[src/rtl/mem_req_ctrl.sv]
// Initiator-side controller for a 16-bit byte-addressed single-port memory.
// Takes load/store requests, makes one memory access per request, returns one response.
module mem_req_ctrl #(
  parameter int ADDR_WIDTH  = 16,
  parameter int WAIT_CYCLES = 0
) (
  input  logic                  clk,
  input  logic                  rst,
  input  logic                  req_valid_i,
  output logic                  req_ready_o,
  input  logic                  req_wr_i,
  input  logic [ADDR_WIDTH-1:0] req_addr_i,
  input  logic [15:0]           req_wdata_i,
  output logic                  resp_valid_o,
  input  logic                  resp_ready_i,
  output logic [15:0]           resp_rdata_o,
  output logic                  resp_err_o,
  output logic                  mem_enable_o,
  output logic                  mem_wr_o,
  output logic [ADDR_WIDTH-1:0] mem_addr_o,
  output logic [15:0]           mem_wdata_o,
  input  logic [15:0]           mem_rdata_i,
  output logic                  busy_o
);

  // state  | meaning
  // IDLE   | ready for a request
  // WAIT   | wait states before the access
  // ACCESS | memory pins driven for one cycle
  // RESP   | response held until consumed
  typedef enum logic [1:0] {S_IDLE, S_WAIT, S_ACCESS, S_RESP} state_t;

  localparam logic [3:0] CNT_LOAD = (WAIT_CYCLES > 0) ? 4'(WAIT_CYCLES - 1) : 4'd0;

  state_t                state_q, state_d;
  logic [3:0]            cnt_q, cnt_d;
  logic                  wr_q, wr_d;
  logic [ADDR_WIDTH-1:0] addr_q, addr_d;
  logic [15:0]           wdata_q, wdata_d;
  logic [15:0]           rdata_q, rdata_d;
  logic                  err_q, err_d;

  always_ff @(posedge clk) begin
    if (rst) begin
      state_q <= S_IDLE;
      cnt_q   <= '0;
      wr_q    <= 1'b0;
      addr_q  <= '0;
      wdata_q <= '0;
      rdata_q <= '0;
      err_q   <= 1'b0;
    end else begin
      state_q <= state_d;
      cnt_q   <= cnt_d;
      wr_q    <= wr_d;
      addr_q  <= addr_d;
      wdata_q <= wdata_d;
      rdata_q <= rdata_d;
      err_q   <= err_d;
    end
  end

  always_comb begin
    state_d = state_q;
    cnt_d   = cnt_q;
    wr_d    = wr_q;
    addr_d  = addr_q;
    wdata_d = wdata_q;
    rdata_d = rdata_q;
    err_d   = err_q;
    case (state_q)
      S_IDLE: begin
        if (req_valid_i) begin
          wr_d    = req_wr_i;
          addr_d  = req_addr_i;
          wdata_d = req_wdata_i;
          rdata_d = '0;
          err_d   = req_addr_i[0];
          if (req_addr_i[0]) begin
            state_d = S_RESP;
          end else if (WAIT_CYCLES == 0) begin
            state_d = S_ACCESS;
          end else begin
            state_d = S_WAIT;
            cnt_d   = CNT_LOAD;
          end
        end
      end
      S_WAIT: begin
        if (cnt_q == 4'd0) state_d = S_ACCESS;
        else               cnt_d   = cnt_q - 4'd1;
      end
      S_ACCESS: begin
        state_d = S_RESP;
        // stores report zero data; only loads capture the memory output
        if (!wr_q) rdata_d = mem_rdata_i;
      end
      S_RESP: begin
        if (resp_ready_i) state_d = S_IDLE;
      end
      default: state_d = S_IDLE;
    endcase
  end

  assign req_ready_o  = (state_q == S_IDLE) & ~rst;
  assign busy_o       = (state_q != S_IDLE);
  assign resp_valid_o = (state_q == S_RESP);
  assign resp_rdata_o = rdata_q;
  assign resp_err_o   = err_q;
  assign mem_enable_o = (state_q == S_ACCESS) & ~rst;
  assign mem_wr_o     = (state_q == S_ACCESS) & wr_q & ~rst;
  assign mem_addr_o   = addr_q;
  assign mem_wdata_o  = wdata_q;

endmodule

[config.mk]
export PLATFORM = sky130hd
export DESIGN_NAME = mem_req_ctrl
export DESIGN_NICKNAME = d
export VERILOG_FILES = /design/src/rtl/mem_req_ctrl.sv
export SDC_FILE = /design/constraint.sdc
export NUM_CORES = 1
export LEC_CHECK = 0
export ABC_AREA = 1
export CAP_MARGIN = 30
export CORE_MARGIN = 1
export CORE_UTILIZATION = 43
export DETAILED_ROUTE_END_ITERATION = 10
export DONT_BUFFER_PORTS = 1
export HOLD_SLACK_MARGIN = 0.08
export PLACE_DENSITY_LB_ADDON = 0.25
export SYNTH_ARGS = -nofsm -noshare
export SYNTH_HDL_FRONTEND = slang
export SYNTH_SLANG_ARGS = --single-unit
[constraint.sdc]
create_clock -name clk -period 3.5 [get_ports clk]
set_input_delay 0.525 -clock clk [delete_from_list [all_inputs] [get_ports clk]]
set_output_delay 0.525 -clock clk [all_outputs]
set_load 0.01 [all_outputs]
======== After elaboration in Yosys (flattened, before gate mapping) ========
Index checks and enable logic that the tools add are counted.
W data, S select, Z words.
cells by class
  $add $sub $neg .......................... 1
  equality and inequality tests ........... 7
  multiplexer cells ....................... 8
  bitwise gates (word level) .............. 6
  reduce and logical (&&, ||, !) cells .... 8
operators with widths
  cell                   number
  $mux W16               2
  $pmux W16 S2           1
  $pmux W2 S4            1
  $mux W2                3
  $ne A2 B2 Y1 const B   3
  $reduce_and A3 Y1      2
  $and A1 B1 Y1          4
  $eq A2 B2 Y1 const B   2
  $logic_not A4 Y1       1
  $reduce_and A2 Y1      2
  $reduce_bool A2 Y1     2
  $sub A4 B1 Y4 const B  1
  $eq A2 B1 Y1 const B   1
  $logic_not A2 Y1       1
  $ne A2 B1 Y1 const B   1
  $not A1 Y1             2
  $mux W1                1
word-level totals
  register bits ........................... 56
  input port bits ......................... 53
  word-level logic and storage cells ...... 37

======== Depth between registers and ports, before layout ========
Gate-level depths: netlist of run 1.
  depth after elaboration ................. 3
  gate-level depth with buffers ........... 8
  gate-level depth less buffers ........... 8

======== Worst setup path after synthesis of run 1 ========
No wires, ideal clock.
  kind .................................... input to output
  start point ............................. input port rst
  end point ............................... output port mem_enable_o
  data arrival time ....................... 919 ps
  required time ........................... 2975 ps
  setup slack ............................. 2056 ps
  cell stages on the path ................. 2
  buffers on the path ..................... 1
  path through ............................ clkbuf_1 nor2_1
between the ends
  longest elaborated chain between the ends .. 2
ends and longest elaborated chain
  what                line  source
  start: declaration  8     input logic rst,
  $not A1 Y1          110   assign mem_enable_o = (state_q == S_ACCESS) & ~rst;
  $and A1 B1 Y1       110
  end: declaration    18    output logic mem_enable_o,
Every way passes these cells.

======== Worst setup path in the final report of run 1 ========
  start point ............................. register state_q[1]
  end point ............................... output port mem_wr_o
between the ends
  longest elaborated chain between the ends .. 3
ends and longest elaborated chain
  what                         line  source
  start: declaration           35    state_t state_q, state_d;
  start signal: assignment     53    state_q <= state_d;
  $eq A2 B2 Y1                 111   assign mem_wr_o = (state_q == S_ACCESS) & wr_q & ~rst;
  $and A1 B1 Y1 (2 in series)  111
  end: declaration             19    output logic mem_wr_o,
Every way passes these cells.

==> flow_metrics.py, run 1 <==
metrics = {
    "die": {
        "num_rows": 24,
        "top_level_ports": 107,
        "start_util_pct": 46.3,
        "die_area_sq_um": 5130,
        "die_y_um": 71.6,
        "die_x_um": 71.6,
        "core_area_sq_um": 4500,
    },
    "global_routing": {
        "grt_max_degree": 37,
        "antenna_found_initial": 0,
        "track_usage_pct": 17.1,
        "gr-total-overflow": 0,
        "grt_pass1_wl_mm": 6.91,
        "grt_pass1_vias": 1565,
    },
    "power": {
        "power.leakage_uw": 0.000899,
        "ir_drop_v": 0.000313,
        "power.density_nw_per_um2": 602,
        "power_uw": 1290,
    },
    "synth": {
        "yosysSeqAreaShare_pct": 52.9,
        "syn_nets": 321,
        "synth-seq-cells": 55,
        "synth_cell_type_count": 24,
        "yosysTopAreaCell": "dfxtp_1",
        "avgSynthCellArea_sq_um": 7.80,
        "synth_top_area_share_pct": 52.9,
        "yosys_warnings": 0,
        "ys_top_cells_by_area": "dfxtp_1 53%, nor2_1 14%, nand2_1 7.7%",
        "syn_area_sq_um": 2080,
        "syn_inst": 267,
    },
    "final_layout": {
        "utilization_pct": 47.5,
        "nNetsFinal": 314,
        "drive_above_1_share_pct": 6.54,
        "area_growth_pct": 2.70,
        "antenna_cells": 0,
    },
    "timing": {
        "slew_headroom_pct": 40.9,
        "min_period_ns": 1.81,
        "finalClockSkew_ns": 0.00322,
        "setup-tns-final_ns": 0,
        "period_share_pct": 51.7,
        "finalHoldViolations": 0,
        "holdWs_ns": 0.284,
        "final-max-slew-violation-count": 0,
        "max_freq_mhz": 552,
        "setup_viol": 0,
        "tightestPinTransition_ns": 0.886,
        "postLayoutSetupSlackWorst_ns": 1.69,
        "rsz0062_at_grt": "no",
    },
    "clock_network": {
        "clk_path_buf_depth": 2,
        "cts.clk_slew.worst_paths_ns": 0.09,
        "clk_latency_ns": 0.29,
        "htree_levels": 2,
        "cts_setup_buffers": 0,
        "cts.sinks": 55,
        "root_buffer": "clkbuf_8",
        "cts_inserted_buffers": 5,
        "cts_tree": "built",
        "cts_hold_buf": 0,
        "post_cts_resized": 0,
    },
    "setup_path": {
        "crit_family": "simple AND/OR/NAND/NOR gates",
        "cp_slowest_cell": "dfxtp_1",
        "cp.required_ns": 2.97,
        "slowest_delay_ns": 0.45,
        "cp-end-kind": "output pin",
        "start_kind": "flop",
        "worst-path-buf-inv": 0,
        "crit_chain": "nand2_2 > nor3b_1",
        "worstSetupPathType": "flop to output pin",
        "cp.arrival_ns": 1.29,
        "path_max_fanout": 6,
    },
    "routing": {
        "drt_iter0_drc": 44,
        "drc": 0,
        "ant_nets": 0,
        "wl_per_cell_um": 13.4,
        "wl_mm": 4.19,
        "vias_per_cell": 5.04,
        "vias": 1574,
        "drt_first_pass_iters": 4,
    },
    "placement": {
        "io_buffers": 0,
        "gp_congestion": 0.695,
        "dpl_worst_slack_ns": 1.71,
        "dp_hpwl_mm": 2.80,
    },
    "job": {
        "drv_cap": 0,
    },
    "outcome": {
        "status": "completed",
    },
    "min_path": {
        "hp-class": "primary input to flop",
    },
}
-- stage by stage --
step	cells	cell area, sq um
after floorplan	267	2080
after global placement	305	2050
after detailed placement	305	2050
after CTS	312	2140
after global routing	312	2140
final	312	2140
-- cell families after synthesis --
| logic type | share of synthesized area, % |
|---|---|
| and+or+nand+nor | 25.4 |
| AOI/OAI and AO/OA | 14.0 |
| adders and majority gates | 0.601 |
| xor gates and xnor gates | 0.420 |
| buffers and inverters | 6.73 |
| DFF | 52.9 |
-- flip-flops by register name, indices dropped and copies added, names as in the netlist --
name          count
mem_addr_o       16
mem_wdata_o      16
resp_rdata_o     16
cnt_q             4
state_q           2
wr_q              1
-- routing by layer --
metal  vias up  track usage, %  share of wire (%)
met5         -               0                  0
met4         0            6.75                1.8
met3         6            6.19                8.9
met2        67            29.2                 46
met1       671            19.5                 43
li1        830               -                  -
-- power by group --
part,internal [uW],switching [uW]
combinational,54.3,123
sequential,695,79.0
clock,155,181
total,904,382
-- cell usage in the layout, fill, tap and decap left out --
cell	count
a21oi_1	18
a21oi_2	3
clkbuf_8	6
clkinv_2	1
dfxtp_1	55
ha_1	1
inv_1	9
inv_2	1
inv_4	1
nand2_1	43
nand2_2	1
nand3_1	4
nor2_1	76
nor2_2	1
nor2_4	2
nor2_8	1
nor3b_1	1
o21ai_0	24
o21ai_1	11
xor2_1	1
-- final timing paths --
path	cells after the start	slack, ns	to	from
max	2	1.69	mem_wr_o	state_q[1]
min	1	0.28	resp_rdata_o[3]	rst
min reg2reg	2	0.48	cnt_q[1]	cnt_q[1]
max reg2reg	6	1.73	wr_q	state_q[1]
-- layout make-up --
class | count | area, sq um
Clock buffer | 6 | 82.6
Clock inverter | 1 | 5.00
Fill cell | 446 | 2360
Inverter | 11 | 43.8
Multi-Input combinational cell | 187 | 842
Sequential cell | 55 | 1100
Tap cell | 52 | 65.1
-- cells in the mapped netlist --
cell      number
nor2_4         2
nor2_1        76
clkbuf_1       4
nor2_8         1
a21oi_2        3
o21ai_0       24
inv_4          1
nor2_2         1
xor2_1         1
buf_1          1
buf_6          4
buf_4          2
o21ai_1       11
clkbuf_4       1
nand3_1        4
dfxtp_1       55
nand2_2        1
nor3b_1        1
nand2_1       43
buf_2          2
a21oi_1       18
inv_1          9
ha_1           1
inv_2          1
No activity file was read; power rests on OpenSTA's default activity.
==> run 2: changes to the inputs <==
Clock period 3.5 ns to 1.77 ns, I/O delays scaled along.
==> run 2 against run 1 <==
  * First-iteration DRC count up 55%
  * Via count grew 3.7%
  * Register-to-register slack got worse by 1.4 ns
  * Setup slack worse by 1.5 ns
  * Wire length rose by 4.0%
  * Clock skew increased by 0.0052 ns
  * Critical endpoint unchanged
  * Total power grew 110%
==> flow_metrics.py, run 2 (same netlist as run 1, synthesis figures left out) <==
metrics = {
    "clock_network": {
        "htree_levels": 2,
        "cts_tree": "built",
        "clk_latency_ns": 0.31,
        "cts.clk_slew.worst_paths_ns": 0.10,
        "cts_setup_buffers": 0,
        "cts_inserted_buffers": 5,
        "cts.sinks": 55,
        "root_buffer": "clkbuf_8",
        "post_cts_resized": 0,
        "clk_path_buf_depth": 2,
    },
    "routing": {
        "drc": 0,
        "wl_per_cell_um": 13.6,
        "drt_iter0_drc": 68,
        "ant_nets": 0,
        "vias": 1632,
        "drt_first_pass_iters": 4,
        "vias_per_cell": 5.12,
        "wl_mm": 4.35,
    },
    "timing": {
        "max_freq_mhz": 634,
        "finalHoldViolations": 0,
        "setup-tns-final_ns": 0,
        "tightestPinTransition_ns": 0.726,
        "slew_headroom_pct": 51.4,
        "final-max-slew-violation-count": 0,
        "period_share_pct": 89.1,
        "finalClockSkew_ns": 0.00839,
        "rsz0062_at_grt": "no",
        "min_period_ns": 1.58,
        "setup_viol": 0,
    },
    "setup_path": {
        "cp.required_ns": 1.50,
        "cp-end-kind": "output pin",
        "cp.arrival_ns": 1.31,
        "r2r_cells": 6,
        "reg2reg_setup_slack_ns": 0.29,
        "start_kind": "flop",
        "worstSetupPathType": "flop to output pin",
        "path_max_fanout": 6,
        "reg2reg_to": "mem_addr_o[8]",
        "crit_chain": "nand2_2 > nor3b_1",
        "slowest_delay_ns": 0.45,
        "reg2reg_from": "state_q[1]",
        "cp_slowest_cell": "dfxtp_1",
    },
    "min_path": {
        "hp-class": "primary input to flop",
        "whs_path_depth": 2,
        "holdPathEnd": "mem_addr_o[4]",
        "hold_start": "req_addr_i[4]",
    },
    "placement": {
        "io_buffers": 0,
        "gp_congestion": 0.766,
        "dp_hpwl_mm": 2.89,
    },
    "global_routing": {
        "grt_max_degree": 34,
        "grt_pass1_vias": 1612,
        "track_usage_pct": 17.5,
        "grt_pass1_wl_mm": 7.07,
        "antenna_found_initial": 0,
        "gr-total-overflow": 0,
    },
    "final_layout": {
        "final_cell_mix": "76 x nor2_1, 55 x dfxtp_1, 43 x nand2_1",
        "drive_above_1_share_pct": 7.49,
        "area_growth_pct": 7.39,
        "utilization_pct": 49.7,
        "layout_commonest_cell": "nor2_1",
        "nNetsFinal": 320,
        "antenna_cells": 0,
    },
    "power": {
        "power.net_switching_uw": 803,
        "comb_power_share_pct": 13.6,
        "power.leakage_uw": 0.000944,
        "power.share.sequential_pct": 55.5,
        "p_int_uw": 1950,
        "p_clk_share_pct": 31.0,
        "ir_drop_v": 0.000606,
        "switching_share_pct": 29.1,
        "power.density_nw_per_um2": 1230,
    },
    "outcome": {
        "status": "completed",
    },
    "die": {
        "die_area_sq_um": 5130,
        "top_level_ports": 107,
        "die_y_um": 71.6,
        "core_area_sq_um": 4500,
        "num_rows": 24,
        "start_util_pct": 46.3,
        "die_x_um": 71.6,
    },
    "job": {
        "drv_cap": 0,
    },
}
[run 2: changes by cell type in the layout (fill, tap and decap cells not counted)]
cell and change:
dlygate4sd3_1 +4, buf_4 +1, buf_12 +1, bufinv_16 +1
[run 2: area by class of cell]
| class | instances | area [sq um] |
|---|---|---|
| fill | 439 | 2270 |
| sequential | 55 | 1100 |
| multi-input combinational | 187 | 842 |
| clock buffer | 6 | 82.6 |
| timing repair buffer | 6 | 67.6 |
| tap | 52 | 65.1 |
| inverter | 11 | 43.8 |
| clock inverter | 2 | 35.0 |
[run 2: critical path: cells and delay by family (launching register included)]
kind,cells,cell delay (ns)
and+or+nand+nor,2,0.56
DFF,1,0.45
[run 2: power by group through the flow]
stage               Clock (uW)  Combinational [uW]  Sequential (uW)
floorplan                    0                 349             1530
CTS                        873                 376             1530
detailed placement           0                 368             1560
global placement             0                 358             1560
finish                     854                 374             1530
global route               922                 441             1550
[run 2: stage by stage]
step	cell area, sq um	power (uW)	hold WS [ns]	worst slack (ns)	instances
floorplan	2080	1880	0.400	0.586	267
global placement	2080	1910	0.331	0.344	307
detailed placement	2080	1920	0.331	0.301	307
CTS	2210	2780	0.0824	0.219	316
global route	2240	2910	0.0808	0.105	319
finish	2240	2760	0.0898	0.192	319
[run 2: how the worst max path moves through the flow]
stage | from | cells after the start | slack [ns] | to
after floorplan | state_q[1] | 7 | 0.59 | mem_addr_o[0]
after global placement | state_q[1] | 6 | 0.34 | mem_wdata_o[10]
after detailed placement | state_q[1] | 6 | 0.30 | mem_addr_o[8]
after CTS | state_q[1] | 2 | 0.22 | mem_wr_o
after global routing | state_q[1] | 6 | 0.10 | mem_addr_o[4]
final | state_q[1] | 2 | 0.19 | mem_wr_o
[run 2: repair_timing]
action                                  in CTS  in global routing
hold buffers                                 1                  3
endpoints found under the hold margin       18                  3
endpoints found under the setup margin       0                  0
[run 2: layer usage]
metal	up-vias	share of wire, %	GRT usage, %
met1	723	45	20.2
met2	59	45	29.6
li1	843	-	-
met3	7	7.5	5.63
met4	0	1.7	8.06
met5	-	0	0
